**src/rtl/fifo_write_arbiter_pkg.sv**
```systemverilog
// Shared types and the rotate-priority helper for fifo_write_arbiter.
// Optional statistics are enabled with FIFO_ARB_STATS_EN.
package fifo_arb_pkg;

    typedef enum logic {
        IDLE = 1'b0,
        HOLD = 1'b1
    } arb_state_t;

    localparam int unsigned STAT_W    = 16;
    localparam int unsigned MAX_REQ   = 16;
    localparam int unsigned MAX_IDX_W = 4;

    // First set request after 'last', scanning last+1, last+2, ... modulo n.
    function automatic int unsigned rr_pick(input logic [MAX_REQ-1:0] req,
                                            input int unsigned        last,
                                            input int unsigned        n);
        int unsigned          pick;
        logic                 found;
        logic [MAX_IDX_W-1:0] c;
        pick  = last;
        found = 1'b0;
        for (int unsigned k = 1; k <= n; k++) begin
            c = MAX_IDX_W'((last + k) % n);
            if (!found && req[c]) begin
                pick  = 32'(c);
                found = 1'b1;
            end
        end
        return pick;
    endfunction

endpackage

```
**src/rtl/fifo_write_arbiter_if.sv**
```systemverilog
// Requester, FIFO-write and status signals of fifo_write_arbiter.
// p_stat_count exists only with FIFO_ARB_STATS_EN.
interface fifo_write_arbiter_if
    import fifo_arb_pkg::*;
#(
    parameter int unsigned BITS  = 32,
    parameter int unsigned N_REQ = 4
);
    localparam int unsigned IDX_W = $clog2(N_REQ);

    logic [N_REQ-1:0]      p_req;
    logic [N_REQ*BITS-1:0] p_req_data;
    logic [N_REQ-1:0]      p_req_last;
    logic [N_REQ-1:0]      p_ack;
    logic                  p_write_en;
    logic [BITS-1:0]       p_write_data;
    logic                  p_write_full;
    logic [IDX_W-1:0]      p_grant_id;
    logic                  p_busy;
`ifdef FIFO_ARB_STATS_EN
    logic [N_REQ*STAT_W-1:0] p_stat_count;
`endif

    modport master (
        input  p_req, p_req_data, p_req_last, p_write_full,
        output p_ack, p_write_en, p_write_data, p_grant_id, p_busy
`ifdef FIFO_ARB_STATS_EN
        , output p_stat_count
`endif
    );

    modport slave (
        output p_req, p_req_data, p_req_last, p_write_full,
        input  p_ack, p_write_en, p_write_data, p_grant_id, p_busy
`ifdef FIFO_ARB_STATS_EN
        , input p_stat_count
`endif
    );

endinterface

```
**src/rtl/fifo_write_arbiter_rr_select.sv**
```systemverilog
// Combinational rotate-priority encoder: picks the first request after 'last'.
module rr_select
    import fifo_arb_pkg::*;
#(
    parameter int unsigned N_REQ = 4,
    parameter int unsigned IDX_W = $clog2(N_REQ)
) (
    input  logic [N_REQ-1:0] req,
    input  logic [IDX_W-1:0] last,
    output logic [IDX_W-1:0] idx,
    output logic             valid
);

    always_comb begin
        valid = |req;
        idx   = IDX_W'(rr_pick(MAX_REQ'(req), 32'(last), N_REQ));
    end

endmodule

```
**src/rtl/fifo_write_arbiter.sv**
```systemverilog
// Round-robin arbiter sharing one async_fifo write port among N_REQ requesters.
// Define FIFO_ARB_STATS_EN to add saturating per-requester accepted-beat counters.
module fifo_write_arbiter
    import fifo_arb_pkg::*;
#(
    parameter int unsigned BITS      = 32,
    parameter int unsigned N_REQ     = 4,
    parameter int unsigned MAX_BURST = 4
) (
    input  logic                 write_clk,
    input  logic                 write_rst_n,
    fifo_write_arbiter_if.master bus
);

    localparam int unsigned IDX_W = $clog2(N_REQ);
    localparam int unsigned CNT_W = $clog2(MAX_BURST) + 1;

    arb_state_t       state, state_n;
    logic [IDX_W-1:0] grant, grant_n;
    logic [IDX_W-1:0] last_grant, last_grant_n;
    logic [IDX_W-1:0] sel_idx;
    logic             sel_valid;
    logic [CNT_W-1:0] beat_cnt, beat_cnt_n;
    logic             accept;

    rr_select #(
        .N_REQ (N_REQ),
        .IDX_W (IDX_W)
    ) u_rr_select (
        .req   (bus.p_req),
        .last  (last_grant),
        .idx   (sel_idx),
        .valid (sel_valid)
    );

    always_ff @(posedge write_clk or negedge write_rst_n) begin
        if (!write_rst_n) begin
            state      <= IDLE;
            grant      <= '0;
            last_grant <= IDX_W'(N_REQ - 1);
            beat_cnt   <= '0;
        end else begin
            state      <= state_n;
            grant      <= grant_n;
            last_grant <= last_grant_n;
            beat_cnt   <= beat_cnt_n;
        end
    end

    always_comb begin
        state_n      = state;
        grant_n      = grant;
        last_grant_n = last_grant;
        beat_cnt_n   = beat_cnt;
        accept       = 1'b0;
        case (state)
            IDLE: begin
                if (sel_valid) begin
                    grant_n    = sel_idx;
                    beat_cnt_n = '0;
                    state_n    = HOLD;
                end
            end
            HOLD: begin
                if (!bus.p_req[grant]) begin
                    state_n      = IDLE;
                    last_grant_n = grant;
                end else if (!bus.p_write_full) begin
                    accept     = 1'b1;
                    beat_cnt_n = beat_cnt + 1'b1;
                    if (bus.p_req_last[grant] || (beat_cnt == CNT_W'(MAX_BURST - 1))) begin
                        state_n      = IDLE;
                        last_grant_n = grant;
                    end
                end
            end
            default: state_n = IDLE;
        endcase
    end

    // Write strobe is combinational on the registered grant so full is sampled in the write cycle.
    assign bus.p_write_en   = accept;
    assign bus.p_write_data = accept ? bus.p_req_data[grant*BITS +: BITS] : '0;
    assign bus.p_ack        = accept ? (N_REQ'(1) << grant) : '0;
    assign bus.p_grant_id   = grant;
    assign bus.p_busy       = (state == HOLD);

`ifdef FIFO_ARB_STATS_EN
    logic [STAT_W-1:0] stat_cnt [N_REQ];

    always_ff @(posedge write_clk or negedge write_rst_n) begin
        if (!write_rst_n) begin
            for (int unsigned i = 0; i < N_REQ; i++) stat_cnt[i] <= '0;
        end else begin
            for (int unsigned i = 0; i < N_REQ; i++) begin
                if (bus.p_ack[i] && (stat_cnt[i] != '1)) stat_cnt[i] <= stat_cnt[i] + 1'b1;
            end
        end
    end

    for (genvar g = 0; g < N_REQ; g++) begin : g_stat
        assign bus.p_stat_count[g*STAT_W +: STAT_W] = stat_cnt[g];
    end
`endif

endmodule

```
**src/flat_wrapper.sv**
```systemverilog
// flat-port wrapper written by rule: the top's interface ports become plain ports
module fifo_write_arbiter_flat import fifo_arb_pkg::*;
#(
    parameter int unsigned BITS      = 32,
    parameter int unsigned N_REQ     = 4,
    parameter int unsigned MAX_BURST = 4
)
  (write_clk, write_rst_n, bus_p_req, bus_p_req_data, bus_p_req_last, bus_p_write_full, bus_p_ack, bus_p_write_en, bus_p_write_data, bus_p_grant_id, bus_p_busy);
  fifo_write_arbiter_if #(.BITS(BITS), .N_REQ(N_REQ)) bus_i ();
  input  logic write_clk;
  input  logic write_rst_n;
  input wire logic [$bits(bus_i.p_req)-1:0] bus_p_req;
  input wire logic [$bits(bus_i.p_req_data)-1:0] bus_p_req_data;
  input wire logic [$bits(bus_i.p_req_last)-1:0] bus_p_req_last;
  input wire logic [$bits(bus_i.p_write_full)-1:0] bus_p_write_full;
  output wire logic [$bits(bus_i.p_ack)-1:0] bus_p_ack;
  output wire logic [$bits(bus_i.p_write_en)-1:0] bus_p_write_en;
  output wire logic [$bits(bus_i.p_write_data)-1:0] bus_p_write_data;
  output wire logic [$bits(bus_i.p_grant_id)-1:0] bus_p_grant_id;
  output wire logic [$bits(bus_i.p_busy)-1:0] bus_p_busy;
  assign bus_i.p_req = bus_p_req;
  assign bus_i.p_req_data = bus_p_req_data;
  assign bus_i.p_req_last = bus_p_req_last;
  assign bus_i.p_write_full = bus_p_write_full;
  assign bus_p_ack = bus_i.p_ack;
  assign bus_p_write_en = bus_i.p_write_en;
  assign bus_p_write_data = bus_i.p_write_data;
  assign bus_p_grant_id = bus_i.p_grant_id;
  assign bus_p_busy = bus_i.p_busy;
  fifo_write_arbiter #(.BITS(BITS), .N_REQ(N_REQ), .MAX_BURST(MAX_BURST)) u_core (.write_clk(write_clk), .write_rst_n(write_rst_n), .bus(bus_i));
endmodule
```
**config.mk**
```make
export PLATFORM = sky130hd
export DESIGN_NAME = fifo_write_arbiter_flat
export DESIGN_NICKNAME = d
export VERILOG_FILES = /design/src/rtl/fifo_write_arbiter_pkg.sv /design/src/rtl/fifo_write_arbiter_if.sv /design/src/rtl/fifo_write_arbiter_rr_select.sv /design/src/rtl/fifo_write_arbiter.sv /design/src/flat_wrapper.sv
export SDC_FILE = /design/constraint.sdc
export NUM_CORES = 1
export LEC_CHECK = 0
export ABC_AREA = 1
export BUFFER_PORTS_ARGS = -buffer_cell sky130_fd_sc_hd__buf_2
export CAP_MARGIN = 25
export CORE_MARGIN = 2
export CORE_UTILIZATION = 30
export CTS_BUF_LIST = sky130_fd_sc_hd__clkbuf_16
export CTS_CLUSTER_DIAMETER = 150
export DETAILED_ROUTE_END_ITERATION = 6
export GPL_ROUTABILITY_DRIVEN = 0
export MAX_ROUTING_LAYER = met4
export PLACE_DENSITY = 0.73
export SLEW_MARGIN = 10
export SYNTH_ARGS = -nofsm -noshare
export SYNTH_HDL_FRONTEND = slang
export SYNTH_HIERARCHICAL = 1
export SYNTH_SLANG_ARGS = --single-unit
export TNS_END_PERCENT = 5
```
**constraint.sdc**
```tcl
create_clock -name write_clk -period 2.2 [get_ports write_clk]
set_input_delay 0.33 -clock write_clk [delete_from_list [all_inputs] [get_ports write_clk]]
set_output_delay 0.33 -clock write_clk [all_outputs]
set_load 0.005 [all_outputs]
```
# Yosys cells after proc, flatten, opt, wreduce, memory -nomap -nowiden
# Cells that the tools add are included.
# word_totals
wordCells	70
inputBits	139
register_bits	8
output_inout_bits	40
# op_classes
eq_ne	6
order_cmp	5
n_reduce_logical	11
shift	2
n_mux	36
bitwise_logic	1
add_sub_neg	5
# op_table
operator	count
$shiftx A128 B8 Y32	1
$mux W32	1
$lt A2 B5 Y1 const B	4
$mux W1	16
$mux W2	7
$bmux W1 S2	6
$mux W3	3
$ne A2 B2 Y1 const B	4
$pmux W3 S2	1
$reduce_and A3 Y1	2
$add A2 B1 Y2 const B	2
$add A2 B2 Y2 const B	2
$mux W4	1
$reduce_or A4 Y1	1
$shl A1 B2 Y4 const A	1
$add A3 B1 Y3 const B	1
$eq A3 B2 Y1 const B	1
$logic_and A1 B1 Y1	3
$logic_not A1 Y1	3
$lt A2 B3 Y1 const B	1
$ne A2 B1 Y1 const B	1
$pmux W1 S2	1
$reduce_and A2 Y1	1
$logic_or A1 B1 Y1	1
$not A1 Y1	1

# Longest topological paths before layout
# Gate-level depths: netlist of run 1.
# depth
depth_word	13
ltp_mapped	12
depth_no_buf	11

# Hierarchy
# The synthesis of run 1 kept the hierarchy.
# modules_own_cells
mod	area_each_um2	instances	cells_per_inst	seq_area_each_um2
fifo_write_arbiter	1629.1	1	304	202.7
rr_select	254.0	1	44	0.0

# Worst setup path before layout of run 1
# Ideal clock, no wire load.
# synth_timing
kind	register to output
start	reg u_core.grant[0], in the netlist u_core/bus.p_grant_id[0]
end	out bus_p_write_data[10]
required_ns	1.870
slack_ns	0.682
path_stages_with_launch	10
t_arrival_ns	1.188
n_path_buf	2
cell_sequence	dfrtp_1 buf_6 inv_6 nand2_1 nand2_1 nand2_1 nand2_2 nand2_4 buf_2 a21oi_1
# synth_via
elab_chain_cells	5
word_cells_on_any_way	6
cone_classes	shift: 1; mux: 5
# synth_lines
item	line_no	text
start, declared	fifo_write_arbiter.sv:19	logic [IDX_W-1:0] grant, grant_n;
start signal, assigned	fifo_write_arbiter.sv:44	grant <= grant_n;
branches (longest 4 deep; another with $shiftx A128 B8 Y32)	-	
$mux W32 *	fifo_write_arbiter.sv:83	assign bus.p_write_data = accept ? bus.p_req_data[grant*BITS +: BITS] : '0;
end, declared	flat_wrapper.sv:18	output wire logic [$bits(bus_i.p_write_data)-1:0] bus_p_write_data;
# Mark *: on every way between the ends. The select of a mux whose other input is x is not followed.

# Worst setup path in the final report of run 1
# layout_timing
start	reg u_core.grant[0], in the netlist u_core/bus.p_grant_id[0]
end	out bus_p_write_data[21]
# Same word-level chain as after synthesis.

==> results of run 1 <==
-- flip-flops by register name (all words and copies together) (netlist names) --
name	count
u_core/bus.p_busy	1
u_core/bus.p_grant_id	2
u_core/last_grant	2
u_core/beat_cnt	3
-- kinds of logic (layout without fill, tap and decap cells) --
group	after synthesis	after routing	share of synthesized area
and+or+nand+nor	239	240	0.5728
AOI/OAI and AO/OA	56	56	0.1721
buffers and inverters	42	201	0.1296
DFF	8	8	0.1076
adders and majority gates	2	2	0.01329
xor gates and xnor gates	1	1	0.004652
-- cells in the mapped netlist, types with 4 or more instances --
cell / count / area [sq um]
sky130_fd_sc_hd__a21oi_1: 20 / 100.1
sky130_fd_sc_hd__a31oi_1: 32 / 200.2
sky130_fd_sc_hd__buf_2: 20 / 100.1
sky130_fd_sc_hd__buf_6: 5 / 56.30
sky130_fd_sc_hd__clkbuf_1: 5 / 18.77
sky130_fd_sc_hd__dfrtp_1: 6 / 150.1
sky130_fd_sc_hd__inv_1: 4 / 15.01
sky130_fd_sc_hd__nand2_1: 126 / 473.0
sky130_fd_sc_hd__nand2_2: 6 / 37.54
sky130_fd_sc_hd__nand2_4: 5 / 56.30
sky130_fd_sc_hd__nand3_1: 91 / 455.4
sky130_fd_sc_hd__nor2_1: 5 / 18.77
sky130_fd_sc_hd__nor3_1: 4 / 20.02
-- worst max path at each step --
stage,depth (start not counted),end,slack (ns)
4_1_cts,8,bus_p_write_data[14],0.04
6_report,8,bus_p_write_data[21],0.13
2_1_floorplan,9,bus_p_write_data[10],0.68
3_5_place_dp,8,bus_p_write_data[21],0.21
5_1_grt,4,bus_p_write_data[8],0.03
3_3_place_gp,8,bus_p_write_data[0],0.27
-- worst max-delay path, stage by stage, from the launching register on --
cell and delay, ns:
sky130_fd_sc_hd__dfrtp_4 0.50, sky130_fd_sc_hd__inv_6 0.13, sky130_fd_sc_hd__nand2_1 0.07, sky130_fd_sc_hd__nand2_1 0.06, sky130_fd_sc_hd__nand2_1 0.10, sky130_fd_sc_hd__nand2_4 0.15
sky130_fd_sc_hd__nand2_8 0.13, sky130_fd_sc_hd__a31oi_1 0.20, sky130_fd_sc_hd__buf_2 0.14
-- power by group through the flow --
| stage | clock [W] | combinational [W] | sequential, W |
|---|---|---|---|
| CTS | 0.000320 | 0.00243 | 0.000402 |
| global placement | 0 | 0.00236 | 0.000401 |
| global route | 0.000327 | 0.00291 | 0.000388 |
| finish | 0.000316 | 0.00258 | 0.000371 |
| detailed placement | 0 | 0.00241 | 0.000403 |
| floorplan | 0 | 0.00196 | 0.000279 |
-- routing by layer --
layer	vias to the layer above	track usage	part of all wire
met5	-	-	0
met4	0	0.04471	0.018
met2	143	0.3739	0.50
met1	1315	0.2473	0.41
met3	12	0.03579	0.078
li1	1521	-	-
-- timing repair --
| action | 4_1_cts | 5_1_grt |
|---|---|---|
| endpoints found under the setup margin | 17 | 36 |
| resized for setup | 1 | 5 |
| hold buffers | 1 | 0 |
| endpoints found under the hold margin | 6 | 0 |
| pin swaps | 0 | 0 |
| setup buffers | 0 | 3 |
| gates cloned | 0 | 1 |
-- per-stage QoR --
stage / hold WS [ns] / cell area (sq um) / instances / total power, W
after floorplan: 0.03441 / 1883 / 348 / 0.002243
after global placement: 0.1876 / 2743 / 574 / 0.002759
after detailed placement: 0.1890 / 2743 / 574 / 0.002808
after CTS: 0.4730 / 2840 / 579 / 0.003155
after global routing: 0.4933 / 2899 / 583 / 0.003623
final: 0.4659 / 2899 / 583 / 0.003269
-- final cells by class --
class | count | area, sq um | area share
flip-flops and latches | 8 | 207.7 | 0.07164
clock buffers | 3 | 75.07 | 0.02590
multi-input cells | 299 | 1479 | 0.5101
repair buffers | 188 | 993.5 | 0.3427
well taps | 75 | 93.84 | 0.03237
clock inverters | 1 | 3.754 | 0.001295
inverters | 9 | 46.29 | 0.01597
==> results.md, run 1 <==
Floorplanning:
- The number of top-level design ports is 179.
- The area of the core is 5991 sq um.
- The die is 83.23 um wide.
- The overall die area is 6926 sq um.
- The number of cell rows is 28.
- The initial utilization of the core area, before any placement, comes to 0.3143.
- The die is 83.23 um tall.

CTS:
- TritonCTS built the clock tree.
- The clock root buffer master is sky130_fd_sc_hd__clkbuf_16.
- In this run the number of H-tree levels came out at 1.
- The post-CTS clock slew at the launch and capture registers of the worst setup and hold paths is 0.04 ns.
- In this run, CTS created clock tree buffers numbering 3.
- In this run the deepest clock path goes through 2 buffers.
- The latest clock arrival within the worst-skew pair is 0.24 ns.
- The clock drives 8 sinks.

Worst hold path:
- The path category of the worst min-delay check is in2async.

Yosys:
- The synthesized flop and latch total is 8.
- The leading register cell type out of synthesis is sky130_fd_sc_hd__dfrtp_1.
- The count of distinct cell types in the synthesized netlist is 24.
- The post-synthesis average cell area is 5.411 sq um.
- The total nets after synthesis is 489.
- For this run, the number of Yosys warnings is 6.
- The cell area after technology mapping is 1883 sq um.
- Counting every instance in the synthesized netlist gives 348.
- The number of enable-type register cells in the synthesized netlist is 0.
- The sequential element share of the synthesized area is 0.1076.
- The share of synthesized flip-flops with an asynchronous set or reset is 1.000.

Global route:
- Global routing finished with a remaining overflow of 0.
- The largest net degree at the start of global routing is 60.
- The overall global routing resource usage is 0.2100.
- The number of antenna violations at the first check in global routing is 0.
- The via count of the first global-routing pass was 2,767.
- The first-pass GRT wire length is 12,260 um.

Timing:
- Headroom to the max-slew limit came out at 0.6787.
- For the final database, setup skew stands at 0.004343 ns.
- The post-route fraction of the period consumed by the critical path is 0.9417.
- Setup repair after global routing left no endpoint under its margin.
- Setup violations remaining at the end of the flow were counted as 0.
- The number of max-slew violations in the final report was 0.
- The final worst slack is 0.1282 ns.
- In the final timing run, aggregate negative setup slack is 0 ns.
- The final hold violation count is 0.
- The maximum clock frequency is 482.7 MHz.
- The clock period could shrink to 2.072 ns.
- At the pin with the least slew margin, the transition time is 0.4815 ns.

Layout:
- Fill cells in the final layout number 625.
- The final layout contains 650 nets.
- 0 antenna diodes ended up in the layout.
- Relative to the synthesized area, the layout overhead comes to 53.95%.
- Measured on the finished design, the core utilization comes to 0.4839.
- The fraction of layout instances using a drive strength above 1 is 0.4232.
- In the layout the commonest cells are 178 x sky130_fd_sc_hd__buf_2, 126 x sky130_fd_sc_hd__nand2_1, 91 x sky130_fd_sc_hd__nand3_1.
- The commonest non-fill, non-tap cell in the layout is sky130_fd_sc_hd__buf_2.

Setup path:
- The critical path startpoint category is a flip-flop.
- STA classifies the critical path endpoint as a primary output.
- The worst register-to-register path begins at u_core/last_grant[0].
- In this run the worst setup path begins at u_core/bus.p_grant_id[0].
- The data required time of the critical path is 1.87 ns.
- The worst-case register-to-register setup slack is 0.55 ns.
- By startpoint and endpoint, the worst setup path is classified as reg2out.
- Along the worst path, the maximum fanout reaches 21.
- Data on the critical path arrives at its endpoint at 1.74 ns.
- The depth of the worst register-to-register path is 10.
- The endpoint of the most critical register-to-register path is u_core/bus.p_grant_id[1].

Placed design:
- The minimum setup slack after placement is 0.2143 ns.
- Detailed placement ended at an HPWL of 5619 um.
- The count of buffers inserted at the top-level ports is 178.

Detailed routing:
- Using the TritonRoute via totals, the vias-per-cell ratio works out to 5.130.
- Dividing the detail-routed wire length by the instance count gives 13.16 um.
- Summing over every cut layer, the via total after detailed routing is 2,991.
- The number of nets with antenna violations after detailed routing is 0.
- The final layout contains routed wiring with a total length of 7675 um.
- The number of DRC violations after detailed routing is 0.
- The DRC violation total after the first TritonRoute iteration is 127.
- The detailed-router iteration count before antenna repair is 5.

Power and ir drop:
- Of the total power, the clock network draws 0.097.
- The combinational fraction of design power is 0.790.
- The net switching share of the total power is 0.5703.
- For this design the total switching power over the nets is 0.001865 W.
- The portion of total power attributed to sequential cells is 0.113.
- VDD sags by at most 600.4 uV.
- For this design the ratio of total power to cell area is 1128 nW/um^2.
- The cell internal power dissipation is 0.001405 W.
- The leakage power of the design is 1.649 nW.

Run status:
- The flow ran to the end, and the final reports show no timing, DRC or antenna violations.

Flow run:
- The count of maximum capacitance violations is 0.
Note: power is estimated with default switching activity, not from simulation.
==> run 2: changes to the inputs <==
- CTS_BUF_LIST: sky130_fd_sc_hd__clkbuf_16 -> default
==> results.md, run 2 (synthesis gave the netlist of run 1 again) <==
Timing:
- The maximum clock frequency is 481.9 MHz.
- The number of max-slew violations in the final report came to 0.
- Setup violations remaining at the end of the flow were counted as 0.
- The post-route fraction of the period consumed by the critical path is 0.9433.
- The remaining max-slew budget at the tightest pin is 0.6730.
- The transition time at the pin with the least slew margin is 0.4899 ns.
- The final worst slack is 0.1248 ns.
- The clock period minus final worst setup slack is 2.075 ns.
- The worst clock skew is 0.006937 ns.
- In the final timing run, aggregate negative setup slack is 0 ns.
- Setup repair after global routing left no endpoint under its margin.
- The final hold violation count is 0.

CTS:
- The number of clock buffers inserted by TritonCTS is 3.
- The clock root buffer master is sky130_fd_sc_hd__clkbuf_8.
- The clock net in this run drives a total of 8 sinks.
- The TritonCTS clock tree is built.
- The clock tree buffer depth is 2.
- Clock-pin slew was measured on the worst setup and hold paths at 0.05 ns.
- The latest clock arrival within the worst-skew pair is 0.23 ns.
- The H-tree depth is 1.

Floorplanning:
- The die covers 6926 sq um.
- The initial core utilization is 0.3143.
- The die is 83.23 um tall.
- Pin placement for this block handled 179 I/O pins.
- After floorplanning, the core was divided into 28 placement rows.
- The die is 83.23 um wide.
- After floorplanning, the core was sized to cover 5991 sq um.

Layout:
- The final cell utilization of the core is 0.4783.
- The antenna diode instance count is 0.
- The net count of the finished layout is 650.
- The largest register by flop count is u_core/beat_cnt.
- The number of flip-flops in the largest register is 3.
- Counting the fill cells in the layout gives 627.
- Leaving out filler cells and counting taps, the final layout contains 583.
- Once layout is done, the placed cells without fillers occupy 2865 sq um.
- The area growth from synthesis to layout is 52.16%.
- The top cell types in the final layout, fill and taps aside, are 178 x sky130_fd_sc_hd__buf_2, 126 x sky130_fd_sc_hd__nand2_1, 91 x sky130_fd_sc_hd__nand3_1.
- The fraction of layout instances using a drive strength above 1 is 0.4232.
- The commonest non-fill, non-tap cell in the layout is sky130_fd_sc_hd__buf_2.

Placed design:
- The total instance count after detailed placement is 574.
- The count of buffers inserted at the top-level ports is 178.
- The minimum setup slack after placement is 0.2143 ns.
- The cell area reported after detailed placement is 2743 sq um.
- The detailed-placement wirelength estimate is 5619 um.

Detailed routing:
- After detailed routing, the number of vias per cell comes to 5.156.
- The detailed-route wire length is 7720 um.
- The total number of vias is 3,006.
- The first detailed-routing pass took 5 iterations.
- After detailed routing, the average wire length per cell comes to 13.24 um.
- The number of DRC violations after detailed routing is 0.
- The detailed router finished its first iteration with 126 violations.
- Once detail routing completed, the nets flagged for antenna violations numbered 0.

Setup path:
- On the worst path, the slowest cell contributes a delay of 0.51 ns.
- Traced cell by cell, the critical path runs through inv_6 -> nand2_1 -> nand2_1 -> nand2_1 -> nand2_4 -> nand2_8 -> a31oi_1 -> buf_2.
- The worst setup path is of the reg2out kind.
- For the worst setup path, the data required time is 1.87 ns.
- The critical path startpoint category is a flip-flop.
- The kind of capture point of the worst setup path is a primary output.
- The arrival time at the worst endpoint is 1.75 ns.
- The slowest cell on the critical path is sky130_fd_sc_hd__dfrtp_4.
- Along the worst path, the maximum fanout reaches 21.
- The cell repeated most along the worst path is sky130_fd_sc_hd__nand2_1.

Power and ir drop:
- In this run the static leakage power is 1.629 nW.
- The power per cell area is 1100 nW/um^2.
- The peak supply drop is 598.5 uV.

Flow run:
- The count of maximum capacitance violations is 0.

Global route:
- The largest net degree at the start of global routing is 60.
- The first global-routing pass estimated 12,280 um of wire.
- The via count of the first global-routing pass came to 2,773.
- The number of antenna violations at the first check in global routing is 0.
- Across every metal layer, demand over resource in global routing totals 0.2102.
- The total overflow left after global routing is 0.

Worst hold path:
- The path category of the worst min-delay check is in2async.

Run status:
- The run finished with clean final reports.
run 2: path summary, 6_finish.rpt:
path / startpoint / endpoint / slack [ns] / depth (start not counted)
max reg2reg: u_core/last_grant[0] / u_core/bus.p_grant_id[1] / 0.56 / 8
max: u_core/bus.p_grant_id[0] / bus_p_write_data[21] / 0.12 / 8
min in group write_clk: u_core/beat_cnt[0] / u_core/beat_cnt[0] / 0.48 / 1
min: write_rst_n / u_core/beat_cnt[2] / 0.47 / 2
max in group asynchronous: write_rst_n / u_core/last_grant[0] / 1.48 / 2
min reg2reg: u_core/beat_cnt[0] / u_core/beat_cnt[0] / 0.48 / 1
run 2: metal layers:
| metal | global-route usage | part of all wire |
|---|---|---|
| met5 | - | 0 |
| met1 | 0.2473 | 0.41 |
| met2 | 0.3746 | 0.50 |
| met4 | 0.04918 | 0.018 |
| met3 | 0.03280 | 0.073 |
run 2: timing repair:
action | in CTS | in global routing
hold buffers | 1 | 0
gates resized for setup | 1 | 5
setup endpoints to repair | 19 | 36
pin swaps | 0 | 0
buffers inserted | 0 | 3
cloned | 0 | 1
endpoints found under the hold margin | 6 | 0
run 2: power breakdown:
part | switching [W] | internal [W] | leakage [nW]
combinational | 0.00166 | 0.000928 | 1.51
clock | 0.0000660 | 0.000126 | 0.0228
sequential | 0.000132 | 0.000239 | 0.0938
total | 0.00186 | 0.00129 | 1.63
run 2: worst max-delay path: cells and delay by family (launching register included):
family,cells,cell delay [ns]
flops,1,0.51
simple gates,5,0.51
buf+inv,2,0.27
compound gates,1,0.20
run 2: per-stage QoR:
stage | total power (W) | hold WS [ns]
after floorplan | 0.002243 | 0.03441
after global placement | 0.002759 | 0.1876
after detailed placement | 0.002808 | 0.1890
after CTS | 0.003030 | 0.4704
after global routing | 0.003500 | 0.4865
final | 0.003151 | 0.4658
run 2: cell type report:
| cell class | count | area (sq um) | share of cell area |
|---|---|---|---|
| inverter | 9 | 46.29 | 0.01616 |
| multi-input combinational | 299 | 1479 | 0.5162 |
| sequential | 8 | 207.7 | 0.07249 |
| tap | 75 | 93.84 | 0.03275 |
| clock buffer | 4 | 45.04 | 0.01572 |
| timing repair buffer | 188 | 993.5 | 0.3467 |
==> run 3: changes to the inputs <==
--- a/config.mk
+++ b/config.mk
@@ -6,5 +6,4 @@
 export NUM_CORES = 1
 export LEC_CHECK = 0
-export ABC_AREA = 1
 export BUFFER_PORTS_ARGS = -buffer_cell sky130_fd_sc_hd__buf_2
 export CAP_MARGIN = 25
@@ -15,5 +14,5 @@
 export GPL_ROUTABILITY_DRIVEN = 0
 export MAX_ROUTING_LAYER = met4
-export PLACE_DENSITY = 0.73
+export PLACE_DENSITY = 0.78
 export SLEW_MARGIN = 10
 export SYNTH_ARGS = -nofsm -noshare
==> constraint.sdc (replaced) <==
create_clock -name write_clk -period 2.2 [get_ports write_clk]
set_input_delay 0.33 -clock write_clk [delete_from_list [all_inputs] [get_ports write_clk]]
set_output_delay 0.33 -clock write_clk [all_outputs]
set_load 0.01 [all_outputs]
==> results.md, run 3 <==
Global route:
- The first global-routing pass estimated 9377 um of wire.
- The global route total overflow is 0.
- Entering global routing, the biggest net connects 42 pins.
- The overall global routing resource usage is 0.2044.
- The via count of the first global-routing pass is 1,886.
- The number of antenna violations at the first check in global routing is 0.

Layout:
- Leaving out fill and tap cells, the most frequent cell in the layout is sky130_fd_sc_hd__buf_2.
- The final layout net count is 453.
- The library cells used most frequently in the layout, excluding fill and tap cells, are 178 x sky130_fd_sc_hd__buf_2, 33 x sky130_fd_sc_hd__mux4_2, 30 x sky130_fd_sc_hd__and2_1.
- Summing all flip-flop and latch instances after layout gives 203.9 sq um.
- Compared with the post-synthesis result, the final layout area differs by 65.68%.
- After filler insertion, the fill cell instance count of the layout stands at 483.
- The largest register by flop count is u_core/beat_cnt.
- The repair_antennas step left the layout with diodes totalling 0.
- The number of flip-flops in the largest register is 3.
- In the final layout, the multi-input gates occupy 1259 sq um.
- The final cell utilization of the core is 0.5114.
- The fraction of layout instances using a drive strength above 1 is 0.7492.
- The final design instance area without fill is 2579 sq um.

Yosys:
- The synthesized flop and latch total is 8.
- When the netlist entered floorplanning its net count stood at 276.
- The share of synthesized flip-flops with an asynchronous set or reset is 1.000.
- The commonest cells after synthesis are 33 x sky130_fd_sc_hd__mux4_2, 32 x sky130_fd_sc_hd__and2_1, 8 x sky130_fd_sc_hd__nand2_1, 6 x sky130_fd_sc_hd__dfrtp_1.
- Yosys mapped a number of flops with a built-in enable equal to 0.
- The most frequent cell after synthesis is sky130_fd_sc_hd__mux4_2.
- Yosys printed 6 warnings.
- Of the post-synthesis cell area, the dominant cell type holds 0.4775.
- The count of distinct cell types in the synthesized netlist is 30.
- After synthesis the cells add up to 1556 sq um.
- Of the synthesized area, sequential elements account for 0.1302.
- The biggest area consumer among synthesized cells is sky130_fd_sc_hd__mux4_2.
- Counting every instance in the synthesized netlist gives 135.
- Among all flip-flop cells after synthesis, the most frequent one is sky130_fd_sc_hd__dfrtp_1.
- Yosys attributes the largest share of cell area to sky130_fd_sc_hd__mux4_2 48%, sky130_fd_sc_hd__and2_1 13%, sky130_fd_sc_hd__dfrtp_1 9.6%.
- The post-synthesis average cell area is 11.53 sq um.

Setup path:
- Tracing the worst setup path back leads to its startpoint at u_core/bus.p_grant_id[0].
- The worst register-to-register path begins at u_core/bus.p_grant_id[1].
- The data required time of the critical path is 1.87 ns.
- The kind of capture point of the worst setup path is a primary output.
- The critical path startpoint category is a flip-flop.
- Data on the critical path arrives at its endpoint at 1.86 ns.
- The peak fanout along the critical path is 17.
- Following the worst setup path forward leads to its endpoint at bus_p_write_data[11].
- Across all register-to-register paths, the minimum setup slack is 0.44 ns.
- The worst register-to-register path has a depth of 5.
- The endpoint of the most critical register-to-register path is u_core/last_grant[0].
- The worst setup path category is reg2out.

Floorplanning:
- The die is 76.03 um tall.
- The core region is 5042 sq um.
- For this configuration, the core starts out at a cell density of 0.3087.
- The die covers 5781 sq um.
- The initialized floorplan defines 26 standard-cell rows.
- The number of top-level design ports is 179.
- The die is 76.03 um wide.

Timing:
- The post-route fraction of the period consumed by the critical path is 0.9937.
- The final hold violation count is 0.
- Setup repair after global routing could not meet its margin everywhere.
- The transition time at the pin with the least slew margin is 0.2744 ns.
- The clock period minus final worst setup slack is 2.186 ns.
- The final count of negative-setup-slack endpoints is 0.
- On the final layout, the worst clock skew is 0.002217 ns.
- The number of max-slew violations in the final report was 0.
- Measured against its own limit, the worst slew margin works out to 0.8162.
- The worst path meets setup with 0.01378 ns of slack.
- Across all hold checks on the routed design, the worst slack comes to 0.4652 ns.
- The maximum clock frequency is 457.4 MHz.

CTS:
- TritonCTS built the clock tree.
- The number of clock buffers inserted by TritonCTS is 3.
- The tree built by TritonCTS fans out to 8 sinks.
- The H-tree depth is 1.
- The latest clock arrival within the worst-skew pair is 0.23 ns.
- After clock tree synthesis, the clock-pin slew on the worst setup and hold paths is 0.04 ns.
- The clock root buffer master is sky130_fd_sc_hd__clkbuf_8.
- No sink is reached through more buffers than the 2 on the longest clock path.

Power and ir drop:
- The leakage power of the design is 1.376 nW.
- Dividing total power by cell area gives a power density of 929.6 nW/um^2.
- The peak supply drop is 1027 uV.
- The final total power is 0.002397 W.

Detailed routing:
- The detailed-route wire length is 5941 um.
- The number of DRC violations after detailed routing is 0.
- In the final routed layout, each cell accounts on average for 15.59 um.
- The detailed-router iteration count before antenna repair is 4.
- Using the TritonRoute via totals, the vias-per-cell ratio works out to 4.942.
- The number of nets with antenna violations after detailed routing is 0.
- The first routing iteration left 51 violations.
- For this block, the via count after detailed routing is 1,883.

Run status:
- The run finished with clean final reports.

Placed design:
- In this run the cell area measured after placement is 2492 sq um.
- In this run the tool buffered the top-level ports with 178 buffer cells.
- The minimum setup slack after placement is 0.1327 ns.
- Detailed placement ended at an HPWL of 4833 um.

Flow run:
- The tool flagged a number of max-cap violations equal to 0.

Worst hold path:
- The worst hold path belongs to the class in2async.
[run 3: changes by cell type in the layout (fill, tap and decap cells not counted), sizes merged, moves of 3 or more]
cell,delta
a21oi,-19
a31oi,-29
and2,+32
buf,-4
inv,-3
mux2,+4
mux2i,+5
mux4,+33
nand2,-130
nand3,-92
[run 3: timing repair]
item	4_1_cts	5_1_grt
hold buffers	1	0
endpoints found under the setup margin	33	35
pin swaps	1	1
gates resized for setup	3	1
setup buffers	2	0
gates cloned	1	0
endpoints found under the hold margin	6	0
[run 3: metal layers]
layer,GRT usage,vias up,part of all wire
met5,-,-,0
met4,0.06909,0,0.024
met3,0.03081,14,0.064
met2,0.3759,87,0.53
met1,0.2265,906,0.38
li1,-,876,-
[run 3: logic make-up after synthesis]
family,after synthesis,share of synthesized area
adders and majority gates,2,0.01607
buffers and inverters,18,0.06430
muxes,42,0.5386
and+or+nand+nor,54,0.2026
AOI/OAI and AO/OA,10,0.04261
xor gates and xnor gates,1,0.005628
DFF,8,0.1302
[run 3: power by group]
group | internal (W) | leakage (nW) | switching, W
registers | 0.000228 | 0.0955 | 0.0000827
logic | 0.00106 | 1.26 | 0.000836
clock network | 0.000126 | 0.0228 | 0.0000623
[run 3: how the worst min path moves through the flow]
stage,start,endpoint,slack (ns),cells after the start
2_1_floorplan,write_rst_n,u_core/beat_cnt[0],0.03,0
3_3_place_gp,write_rst_n,u_core/beat_cnt[2],0.18,1
3_5_place_dp,write_rst_n,u_core/beat_cnt[2],0.19,1
4_1_cts,write_rst_n,u_core/beat_cnt[2],0.47,2
5_1_grt,write_rst_n,u_core/beat_cnt[0],0.49,2
6_report,write_rst_n,u_core/bus.p_busy,0.47,2
[run 3: worst max-delay path: stages (launching register included)]
cell and delay, ns:
sky130_fd_sc_hd__dfrtp_2 0.40, sky130_fd_sc_hd__mux4_2 0.56, sky130_fd_sc_hd__nand2b_4 0.10, sky130_fd_sc_hd__or2_4 0.19, sky130_fd_sc_hd__inv_4 0.09, sky130_fd_sc_hd__and2_1 0.14, sky130_fd_sc_hd__buf_2 0.14
[run 3: cell type report]
| class | count | share of cell area |
|---|---|---|
| inverter | 5 | 0.01019 |
| timing repair buffer | 184 | 0.3688 |
| multi-input combinational | 109 | 0.4881 |
| sequential | 8 | 0.07909 |
| timing repair inverter | 1 | 0.002426 |
| tap | 70 | 0.03396 |
| clock buffer | 4 | 0.01747 |
[run 3: metrics by stage]
step	instances	setup TNS (ns)
after floorplan	135	0
after global placement	373	0
after detailed placement	373	0
after CTS	381	-0.07234
after global routing	381	-1.584
final	381	0
